[src/rtl/vc_vr_out_stage.sv]
// rtl/vc_vr_out_stage.sv - valid/credit to valid/ready converter output stage
//
// Drains the converter FIFO into a registered valid/ready output and returns
// one credit upstream per popped word. After reset, the INIT state hands out
// DEPTH initial credits, one per cycle, before any word is popped.
//
// Optional feature macro: VC_VR_CREDIT_CHK_EN (adds an upstream credit checker)
//
// Ports:
//   clk_i         in   clock, rising edge
//   rst_i         in   synchronous reset, active-high
//   fifo_data_i   in   FIFO head word, valid while fifo_empty_i=0
//   fifo_empty_i  in   FIFO empty flag
//   fifo_pop_o    out  FIFO pop strobe (combinational)
//   up_credit_o   out  one-cycle credit pulse to upstream (registered)
//   dn_valid_o    out  downstream valid (registered)
//   dn_data_o     out  downstream data (registered)
//   dn_ready_i    in   downstream ready
//   up_valid_i    in   upstream push strobe, monitor only (VC_VR_CREDIT_CHK_EN)
//   credit_err_o  out  sticky credit protocol error (VC_VR_CREDIT_CHK_EN)

module vc_vr_out_stage #(
   parameter int WIDTH = 8,
   parameter int DEPTH = 10
) (
   input  logic             clk_i,
   input  logic             rst_i,
   input  logic [WIDTH-1:0] fifo_data_i,
   input  logic             fifo_empty_i,
   output logic             fifo_pop_o,
   output logic             up_credit_o,
   output logic             dn_valid_o,
   output logic [WIDTH-1:0] dn_data_o,
   input  logic             dn_ready_i
`ifdef VC_VR_CREDIT_CHK_EN
   ,
   input  logic             up_valid_i,
   output logic             credit_err_o
`endif
);

   localparam int CW = $clog2(DEPTH + 1);
   localparam logic [CW-1:0] LAST_INIT = CW'(DEPTH - 1);
   localparam logic [CW-1:0] DEPTH_C   = CW'(DEPTH);

   typedef enum logic {
      S_INIT = 1'b0,
      S_RUN  = 1'b1
   } state_t;

   state_t        state_q;
   state_t        state_d;
   logic [CW-1:0] init_cnt_q;
   logic [CW-1:0] init_cnt_d;
   logic          credit_d;

   always_ff @(posedge clk_i) begin
      if (rst_i) begin
         state_q    <= S_INIT;
         init_cnt_q <= '0;
      end else begin
         state_q    <= state_d;
         init_cnt_q <= init_cnt_d;
      end
   end

   always_comb begin
      state_d    = state_q;
      init_cnt_d = init_cnt_q;
      fifo_pop_o = 1'b0;
      credit_d   = 1'b0;
      case (state_q)
         S_INIT: begin
            // One initial credit per INIT cycle; no pops until RUN.
            credit_d   = 1'b1;
            init_cnt_d = init_cnt_q + CW'(1);
            if (init_cnt_q == LAST_INIT) begin
               state_d = S_RUN;
            end
         end
         S_RUN: begin
            // Pop whenever the output register is free or being drained now.
            fifo_pop_o = ~fifo_empty_i & (~dn_valid_o | dn_ready_i);
            credit_d   = fifo_pop_o;
         end
         default: begin
            state_d = S_INIT;
         end
      endcase
   end

   // Credit pulse is one register after the pop, so each popped word yields
   // its own distinct pulse.
   always_ff @(posedge clk_i) begin
      if (rst_i) begin
         up_credit_o <= 1'b0;
      end else begin
         up_credit_o <= credit_d;
      end
   end

   always_ff @(posedge clk_i) begin
      if (rst_i) begin
         dn_valid_o <= 1'b0;
         dn_data_o  <= '0;
      end else if (fifo_pop_o) begin
         dn_valid_o <= 1'b1;
         dn_data_o  <= fifo_data_i;
      end else if (dn_valid_o && dn_ready_i) begin
         dn_valid_o <= 1'b0;
      end
   end

`ifdef VC_VR_CREDIT_CHK_EN
   logic [CW-1:0] credit_avail_q;

   // Tracks credits held by upstream; flags pushes without credit and credit
   // returns beyond DEPTH. The counter never wraps in either direction.
   always_ff @(posedge clk_i) begin
      if (rst_i) begin
         credit_avail_q <= '0;
         credit_err_o   <= 1'b0;
      end else begin
         case ({up_credit_o, up_valid_i})
            2'b10: begin
               if (credit_avail_q == DEPTH_C) begin
                  credit_err_o <= 1'b1;
               end else begin
                  credit_avail_q <= credit_avail_q + CW'(1);
               end
            end
            2'b01: begin
               if (credit_avail_q == '0) begin
                  credit_err_o <= 1'b1;
               end else begin
                  credit_avail_q <= credit_avail_q - CW'(1);
               end
            end
            default: begin
               credit_avail_q <= credit_avail_q;
            end
         endcase
      end
   end
`endif

endmodule

[config.mk]
export PLATFORM = sky130hd
export DESIGN_NAME = vc_vr_out_stage
export DESIGN_NICKNAME = d
export VERILOG_FILES = /design/src/rtl/vc_vr_out_stage.sv
export SDC_FILE = /design/constraint.sdc
export NUM_CORES = 1
export LEC_CHECK = 0
export BUFFER_PORTS_ARGS = -buffer_cell sky130_fd_sc_hd__buf_4
export CAP_MARGIN = 20
export CORE_MARGIN = 4
export CORE_UTILIZATION = 45
export CTS_BUF_LIST = sky130_fd_sc_hd__clkbuf_8
export DETAILED_ROUTE_END_ITERATION = 8
export HOLD_SLACK_MARGIN = 0.03
export PLACE_DENSITY = 0.73
export SLEW_MARGIN = 10
export SYNTH_ARGS = -nofsm -noshare
export SYNTH_HDL_FRONTEND = slang
export SYNTH_SLANG_ARGS = --single-unit
[constraint.sdc]
create_clock -name clk_i -period 1.63 [get_ports clk_i]
set_input_delay 0.0815 -clock clk_i [delete_from_list [all_inputs] [get_ports clk_i]]
set_output_delay 0.0815 -clock clk_i [all_outputs]
set_load 0.005 [all_outputs]
==> reports/summary.txt <==
Buf+Inv Stages, Crit Path -> 1
Slowest cell on the critical path -> dfxtp_1
Routability cong. -> 0.640
Final antenna-violating net count -> 0
# resized after CTS -> 0
Synth Net Count -> 80
Largest net degree at the start of global routing -> 24
Post-synth top area share -> 43.7%
Post-Syn Area per Cell -> 10.4 um^2
# DRC -> 0
Clock Power Share -> 38.8%
CTS root buffer -> clkbuf_8
Max H-tree Level -> 1
Min Tclk post-route -> 1410 ps
Hold crit path type -> in -> reg
CTS Sinks -> 15
Vias in the first global route -> 475
Tightest Pin Transition -> 327 ps
# fillers -> 128
Worst-Skew Late Latency -> 240 ps
CP delay by family, top -> flip-flops
Synthesized instance count -> 66
Switch share -> 20.4%
F_max -> 0.711 GHz
Layout area overhead -> 27.7%
Cell taking the most area after synthesis -> dfxtp_1
Max-Cap Viols -> 0
Peak VDD IR -> 545 uV
Global Route Usage Sum -> 13.6%
FF+latch count, synth -> 15
Vias per std cell -> 4.75
Slew Viols, Final -> 0
Number of synthesized flops with an enable pin -> 0
Die ar. -> 0.00222 mm^2
Sequential area share after synthesis -> 43.7%
Final cycle utilization of the critical path -> 86.3%
Rows -> 13
WS Path Type -> reg -> out
Net load switching power -> 149 uW
Reg clk slew, reported paths -> 60 ps
Endpoints failing setup -> 0
Flop pwr share -> 52.6%
CTS Buf Count -> 3
Slowest stage delay, CP -> 510 ps
CP Cell Sequence -> nand2b_4 > nor2b_4 > buf_4
Setup TNS -> 0 ps
R2r setup slk -> 380 ps
Routed WL -> 1.30 mm
Initial antenna violation count -> 0
First-pass GRT wire length -> 2.06 mm
Startpoint types -> flip-flop
Die Wd -> 47.1 um
Distinct cells, synth -> 17
CTS max path bufs -> 2
Layout cell share with drive strength beyond 1 -> 33.0%
Top post-synthesis cells by area -> dfxtp_1 (44%), nand2b_1 (15%), mux2i_1 (12%), nand2b_4 (4.0%), ha_1 (3.6%)
DRT Pass-1 Iters -> 3
RSZ-0062 raised after global routing -> false
Kind of end point of the critical path -> output pin
CP Data Arrival Time -> 1330 ps
Vias after detailed routing -> 489
Starting Density -> 50.3%
Synth warn -> 0
Skew final -> 3.36 ps
Grt ovf -> 0
Async SR Flop Fraction -> 0%
Fin. Hold Viols -> 0
Power per Cell Area -> 832 mW/mm^2
Main synth FF type -> dfxtp_1
Area of the core -> 0.00137 mm^2
Internal power component -> 581 uW
Post-synth top cells -> nand2b_1 (17), dfxtp_1 (15), mux2i_1 (8)
Cell area after synthesis -> 687 um^2
WHS -> 108 ps
Hold Buf Count CTS -> 0
Leak -> 0.000388 uW
Status -> completed
Total setup buffers inserted after CTS -> 0
Die height -> 47.1 um
Ant. Diodes -> 0
Worst relative slew slack -> 78.2%
Crit path required time -> 1550 ps
I/O Buffers -> 22
CP Max Fanout -> 9
Final nets -> 103
I/O pins -> 23
Combinational power share -> 8.6%
Top-count cell post-synth -> nand2b_1
CTS tree -> yes
Routed len/inst -> 12.6 um
1st-iter DRT viols -> 1
[worst min-delay path: stages]
cell and delay [ps]:
buf_4 100, nand2b_1 50, mux2i_1 60
[final cells by class]
cell class / count / area, um^2 / area share, %
Multi-Input combinational cell: 45 / 340 / 38.8
Sequential cell: 15 / 300 / 34.2
Clock inverter: 1 / 3.75 / 0.428
Timing Repair Buffer: 22 / 165 / 18.8
Inverter: 2 / 7.51 / 0.856
Tap cell: 15 / 18.8 / 2.14
Clock buffer: 3 / 41.3 / 4.71
[flip-flops by register name, indices dropped and copies added, names as in the netlist]
register / flops
init_cnt_q: 4
dn_valid_o: 1
state_q: 1
dn_data_o: 8
up_credit_o: 1
[per-layer routing]
metal | global-route usage [%] | vias up | part of all wire [%]
met5 | 0 | - | 0
met4 | 6.63 | 0 | 0.62
met3 | 5.36 | 2 | 9.1
met2 | 21.7 | 15 | 48
met1 | 16.0 | 218 | 42
li1 | - | 254 | -
[path summary, 6_finish.rpt]
path              cells after the start           end      startpoint
setup / recovery                      3    fifo_pop_o         state_q
hold / removal                        3  dn_data_o[3]  fifo_data_i[3]
setup reg to reg                      3  dn_data_o[4]         state_q
hold reg to reg                       2  dn_data_o[6]    dn_data_o[6]
[placed cells by master (no fill, tap or decap)]
cell,instances
clkbuf_8,3
ha_1,2
nor2b_4,1
xor2_1,2
a21oi_1,3
and2b_2,1
mux2i_1,8
nor2_1,6
nand2b_1,17
a31oi_1,1
nand2b_4,2
inv_1,3
buf_4,22
nand4b_1,1
xnor2_1,1
dfxtp_1,15
[power groups by stage]
stage | clock [uW] | sequential (uW) | combinational (uW)
finish | 283 | 384 | 62.8
global route | 305 | 385 | 69.4
detailed placement | 0 | 392 | 63.0
CTS | 294 | 384 | 63.7
floorplan | 0 | 390 | 35.4
global placement | 0 | 391 | 61.8
[per-stage QoR]
stage / setup slack [ps] / util [%] / total power, uW / instances / area, um^2
CTS: 215 / 64.2 / 742 / 103 / 877
global route: 136 / 64.2 / 759 / 103 / 877
global placement: 483 / 60.9 / 452 / 99 / 832
floorplan: 652 / - / 425 / 66 / 687
finish: 223 / 64.2 / 730 / 103 / 877
detailed placement: 423 / 60.9 / 455 / 99 / 832
[kinds of logic after synthesis]
kind of cell / count (synthesis) / synth area share [%]
multiplexers: 8 / 11.7
AND/OR/NAND/NOR: 28 / 27.3
XOR/XNOR: 3 / 3.83
AO/OA/AOI/OAI: 4 / 3.10
adder cells (fa/ha/maj): 2 / 3.64
buffers and inverters: 6 / 6.74
flip-flops: 15 / 43.7
Note: power is estimated with default switching activity, not from simulation.
